**src/rtl/fetch_pkg.sv**
```systemverilog
`default_nettype none
// ============================================================================
//  Module      : fetch_pkg
//  Description : Shared types and constants for the instruction fetch
//                sequencer: FSM state encoding, instruction size, default
//                program bounds and a small alignment helper.
//  Revision    : 1.0 - initial release
// ============================================================================
package fetch_pkg;

  // Fetch FSM states, explicitly encoded
  typedef enum logic [1:0] {
    IDLE = 2'd0,
    REQ  = 2'd1,
    WAIT = 2'd2,
    HOLD = 2'd3
  } fetch_state_t;

  localparam int unsigned INSTR_BYTES = 4;

  localparam logic [31:0] DEFAULT_PC_RESET = 32'h0000_0000;
  localparam logic [31:0] DEFAULT_PC_WRAP  = 32'h0000_00FC;

  // A word address must have its two low bits clear
  function automatic logic is_misaligned(input logic [1:0] low_bits);
    return low_bits != 2'b00;
  endfunction

endpackage
`default_nettype wire

```
**src/rtl/pc_gen.sv**
```systemverilog
`default_nettype none
// ============================================================================
//  Module      : pc_gen
//  Description : Combinational next-PC selection. Sequential increment with
//                wrap at the program bound, redirect override with forced
//                word alignment, and misaligned-target detection.
//  Revision    : 1.0 - initial release
// ============================================================================
module pc_gen
  import fetch_pkg::*;
#(
  parameter int                ADDR_W   = 32,
  parameter logic [ADDR_W-1:0] PC_RESET = ADDR_W'(DEFAULT_PC_RESET),
  parameter logic [ADDR_W-1:0] PC_WRAP  = ADDR_W'(DEFAULT_PC_WRAP)
) (
  input  logic [ADDR_W-1:0] pc,
  input  logic              advance,
  input  logic              redirect_valid,
  input  logic [ADDR_W-1:0] redirect_pc,
  output logic [ADDR_W-1:0] pc_next,
  output logic              misalign
);

  logic [ADDR_W-1:0] w_pc_inc;
  logic [ADDR_W-1:0] w_redirect_aligned;

  // Redirect beats the sequential advance; otherwise the PC holds
  always_comb begin
    w_pc_inc           = (pc == PC_WRAP) ? PC_RESET : pc + ADDR_W'(INSTR_BYTES);
    w_redirect_aligned = {redirect_pc[ADDR_W-1:2], 2'b00};
    misalign           = redirect_valid && is_misaligned(redirect_pc[1:0]);
    if (redirect_valid) begin
      pc_next = w_redirect_aligned;
    end else if (advance) begin
      pc_next = w_pc_inc;
    end else begin
      pc_next = pc;
    end
  end

endmodule
`default_nettype wire

```
**src/rtl/fetch_sequencer.sv**
```systemverilog
`default_nettype none
// ============================================================================
//  Module      : fetch_sequencer
//  Description : Fetches instruction words from a 1-cycle-latency synchronous
//                memory and presents them with a valid/ready handshake.
//                Owns the PC, honours redirects, counts accepted words and
//                flags misaligned redirect targets (sticky).
//  Revision    : 1.0 - initial release
// ============================================================================
module fetch_sequencer
  import fetch_pkg::*;
#(
  parameter int                ADDR_W   = 32,
  parameter int                DATA_W   = 32,
  parameter logic [ADDR_W-1:0] PC_RESET = ADDR_W'(DEFAULT_PC_RESET),
  parameter logic [ADDR_W-1:0] PC_WRAP  = ADDR_W'(DEFAULT_PC_WRAP)
) (
  input  logic              clock,
  input  logic              reset,
  input  logic              enable,
  output logic              imem_req,
  output logic [ADDR_W-1:0] imem_addr,
  input  logic [DATA_W-1:0] imem_rdata,
  input  logic              redirect_valid,
  input  logic [ADDR_W-1:0] redirect_pc,
  output logic              instr_valid,
  input  logic              instr_ready,
  output logic [DATA_W-1:0] instr_data,
  output logic [ADDR_W-1:0] instr_pc,
  output logic              misalign_err,
  output logic [31:0]       fetch_count
);

  fetch_state_t      r_state;
  fetch_state_t      w_state_next;
  logic [ADDR_W-1:0] r_pc;
  logic [ADDR_W-1:0] w_pc_next;
  logic              w_handshake;
  logic              w_misalign;

  assign w_handshake = instr_valid & instr_ready;

  pc_gen #(
    .ADDR_W   (ADDR_W),
    .PC_RESET (PC_RESET),
    .PC_WRAP  (PC_WRAP)
  ) u_pc_gen (
    .pc             (r_pc),
    .advance        (w_handshake),
    .redirect_valid (redirect_valid),
    .redirect_pc    (redirect_pc),
    .pc_next        (w_pc_next),
    .misalign       (w_misalign)
  );

  // State register
  always_ff @(posedge clock or posedge reset) begin
    if (reset) begin
      r_state <= IDLE;
    end else begin
      r_state <= w_state_next;
    end
  end

  // Next state: a redirect restarts fetching from any state, dropping any read in flight
  always_comb begin
    w_state_next = r_state;
    if (redirect_valid) begin
      w_state_next = enable ? REQ : IDLE;
    end else begin
      case (r_state)
        IDLE:    w_state_next = enable ? REQ : IDLE;
        REQ:     w_state_next = WAIT;
        WAIT:    w_state_next = HOLD;
        HOLD:    if (w_handshake) w_state_next = enable ? REQ : IDLE;
        default: w_state_next = IDLE;
      endcase
    end
  end

  // Outputs decoded from state; the address bus idles at zero
  always_comb begin
    imem_req    = (r_state == REQ);
    imem_addr   = (r_state == REQ) ? r_pc : '0;
    instr_valid = (r_state == HOLD);
  end

  // PC, captured instruction, accepted count and sticky misalign flag
  always_ff @(posedge clock or posedge reset) begin
    if (reset) begin
      r_pc         <= PC_RESET;
      instr_data   <= '0;
      instr_pc     <= '0;
      fetch_count  <= '0;
      misalign_err <= 1'b0;
    end else begin
      r_pc <= w_pc_next;
      if (r_state == WAIT && !redirect_valid) begin
        instr_data <= imem_rdata;
        instr_pc   <= r_pc;
      end
      if (w_handshake) begin
        fetch_count <= fetch_count + 32'd1;
      end
      if (w_misalign) begin
        misalign_err <= 1'b1;
      end
    end
  end

endmodule
`default_nettype wire

```
**config.mk**
```make
export PLATFORM = sky130hd
export DESIGN_NAME = fetch_sequencer
export DESIGN_NICKNAME = d
export VERILOG_FILES = /design/src/rtl/fetch_pkg.sv /design/src/rtl/pc_gen.sv /design/src/rtl/fetch_sequencer.sv
export SDC_FILE = /design/constraint.sdc
export NUM_CORES = 1
export LEC_CHECK = 0
export BUFFER_PORTS_ARGS = -buffer_cell sky130_fd_sc_hd__buf_4
export CORE_MARGIN = 4
export CORE_UTILIZATION = 45
export DETAILED_ROUTE_END_ITERATION = 7
export HOLD_SLACK_MARGIN = 0.06
export PLACE_DENSITY_LB_ADDON = 0.1
export SLEW_MARGIN = 30
export SYNTH_ARGS = -nofsm -noshare
export SYNTH_HDL_FRONTEND = slang
export SYNTH_SLANG_ARGS = --single-unit
```
**constraint.sdc**
```tcl
create_clock -name clock -period 13.1 [get_ports clock]
set_clock_uncertainty 0.1 [all_clocks]
set_input_delay 3.93 -clock clock [delete_from_list [all_inputs] [get_ports clock]]
set_output_delay 3.93 -clock clock [all_outputs]
set_load 0.01 [all_outputs]
```
==> results.cfg <==
[cts]
path_clk_slew_ps = 50
tritoncts = done
cts_setup_buffers = 0
cts.repair.resized = 0
cts-root-buf = clkbuf_16
clkSinkCount = 127
hold_buffers = 0
clock_latency_ps = 420
cts_max_level = 4
cts.path.max_buffers = 2
numCtsBuffers = 17

[timing]
relSlewSlack_pct = 37.52
rsz0062_at_grt = no
fin_crit_ps = 6108
tightest_slew_ps = 937.2
whs_ps = 370.6
finalHoldViolations = 0
fin_tns_setup_ps = 0
slew_viol_final = 0
finalSetupViolations = 0
max_freq_mhz = 163.7
min_period_over_period_pct = 46.62

[critical_path]
crit_chain = inv_1, ha_1, and2_1, buf_4
r2r_slack_ps = 10680
cp_num_cells = 4
rr_startpoint = r_state[1]$_DFFE_PP0P_
crit_family = adder cells
cp-end-kind = primary output
start_kind = flop
slowest_stage = ha_1
crit_buf_inv = 2
rr_worst_depth = 6
cp.required_ps = 9070
crit_type = reg2out
cp.arrival_ps = 2080
r2r-end = fetch_count[30]$_DFFE_PP0P_
crit_fanout = 31
max_stage_delay_ps = 760
startpoint = r_state[1]$_DFFE_PP0P_
critical_path.endpoint = imem_addr[31]

[cells_and_area]
finalNetCount = 793
fillers = 1041
drive_gt1_share_pct = 42.19
multiInputGateArea_um2 = 2673
syn2layout_area_growth_pct = 36.54
seq_area_um2 = 3178
n_antenna_cell = 0

[routing]
ant_nets = 0
wl_per_cell_um = 16.99
vias_per_cell = 5.223
drt_first_pass_iters = 6
drc = 0
detailedRoute.firstIterationViolations = 252
vias = 4711
routed_wl_um = 15330

[die]
io-pin-count = 200
dieArea_um2 = 15290
coreArea_um2 = 12880
fp.dieW_um = 123.6
fp-row-count = 41
initial_core_util_pct = 46.73
die_y_um = 123.6

[yosys]
synth_area_leaders = dfrtp_1 (53%), mux2_2 (12%), xnor2_1 (5.5%), and2_1 (3.3%), nand2_1 (3.3%)
synth_compound_area_share_pct = 3.805
synthSimpleGateAreaFrac_pct = 19.19
synth_top_area_share_pct = 52.82
yosysSeqAreaShare_pct = 52.82
yosysMostFrequentCell = dfrtp_1
syn_area_per_cell_um2 = 11.44
synth_cell_types = 50
synth_fa_ha_area_share_pct = 1.040
synthCells = 526
synth-edff-count = 0
synth_xor_area_share_pct = 7.860
yosys.area.top_type = dfrtp_1
synth_common_cells = dfrtp_1 (127), mux2_2 (64), nand2_1 (53), xnor2_1 (38), and2_1 (32)
synth-seq-cells = 127
synth_top_family_by_area = simple AND/OR/NAND/NOR gates
muxShareOfSynthArea_pct = 12.14
async_flop_share_pct = 100.0
yosys_most_used_dff = dfrtp_1
synth_area_um2 = 6017
yosys_warnings = 0

[placed_design]
gp_congestion = 0.8210
io_buffers = 195
dp_hpwl_um = 11100

[flow_run]
cap_viol_max_count = 0

[global_routing]
grt_pass1_wl_um = 24380
track_usage_pct = 20.82
grt_max_degree = 71
grt_pass1_vias = 4770
antenna_found_initial = 0
grt-ovfl-total = 0

[run_status]
status = complete, no violations

[min_path]
min_path_cells = 1
hold_path.class = reg2reg

[pwr]
design_power_total_w = 0.001569
power_density_nw_per_um2 = 190.9
leakage_nw = 3.820
ir_drop_uv = 107.1
## report_power, final
group / internal, W / leakage, nW / switching (W)
sequential: 0.000503 / 1.60 / 0.0000787
combinational: 0.000278 / 1.92 / 0.000209
clock: 0.000336 / 0.306 / 0.000164
## worst reg2reg max path: stages (launching register included)
cell and delay, ps:
dfrtp_1 400, ha_1 400, and4_1 350, nand3_1 230, nor4_2 520, nand4_1 170, xnor2_1 150
## routing by layer
layer  share of wire (%)  routed length, um  vias up  track usage (%)
met2                  47               7257      158            31.84
met3                 9.3               1429       18            7.448
met5                   0                  0        -                0
met1                  42               6422     2318            27.50
met4                 1.4                219        0            7.266
li1                    -                  -     2217                -
## state kept, by name, indices dropped and copies added, names as in the netlist
signal and cells:
r_pc 30, fetch_count 32, r_state 2, misalign_err 1
instr_data 32, instr_pc 30
## worst min path at each step
| stage | start | slack [ps] | end |
|---|---|---|---|
| 6_report | misalign_err$_DFFE_PP0P_ | 370 | misalign_err$_DFFE_PP0P_ |
| 3_5_place_dp | misalign_err$_DFFE_PP0P_ | 370 | misalign_err$_DFFE_PP0P_ |
| 4_1_cts | misalign_err$_DFFE_PP0P_ | 380 | misalign_err$_DFFE_PP0P_ |
| 3_3_place_gp | fetch_count[31]$_DFFE_PP0P_ | 360 | fetch_count[31]$_DFFE_PP0P_ |
| 2_1_floorplan | fetch_count[31]$_DFFE_PP0P_ | 400 | fetch_count[31]$_DFFE_PP0P_ |
| 5_1_grt | misalign_err$_DFFE_PP0P_ | 380 | misalign_err$_DFFE_PP0P_ |
## cells by family after synthesis
group	after synthesis
xor+xnor	54
flops	127
other cells	1
fa+ha+maj	5
simple gates	200
compound gates	40
mux	65
buf+inv	34
## per-stage QoR
| stage | setup slack (ps) | instance area (um^2) | cells | utilization [%] |
|---|---|---|---|---|
| 2_1_floorplan | 5686 | 6028 | 529 | - |
| 3_3_place_gp | 7162 | 7574 | 871 | 58.82 |
| 3_5_place_dp | 7111 | 7574 | 871 | 58.82 |
| 4_1_cts | 6994 | 8195 | 901 | 63.65 |
| 5_1_grt | 6887 | 8215 | 902 | 63.80 |
| 6_report | 6992 | 8215 | 902 | 63.80 |
## final cells by class
type | instances | area share, %
Multi-Input combinational cell | 368 | 32.53
Clock inverter | 6 | 1.584
Timing Repair Buffer | 198 | 18.25
Tap cell | 172 | 2.620
Inverter | 7 | 0.3503
Clock buffer | 24 | 5.985
Sequential cell | 127 | 38.68
## layout by cell type (no fill, tap or decap), types with 2 or more instances in the layout
cell and instances:
a21oi_1 5, and2_1 32, and3_1 8, and4_1 5, and4_2 2, buf_4 197
bufinv_16 4, clkbuf_1 3, clkbuf_16 17, clkbuf_8 4, clkinv_2 2, conb_1 4
dfrtp_1 127, ha_1 5, inv_1 6, mux2_2 64, nand2_1 53, nand2b_1 6
nand3_1 27, nand4_1 14, nand4_2 3, nor2_1 12, nor3_1 8, nor4_1 8
nor4_2 4, o211ai_1 4, o21ai_0 24, o21ai_1 2, or4_1 4, xnor2_1 38
xor2_1 16
(Power assumes the default switching activity.)
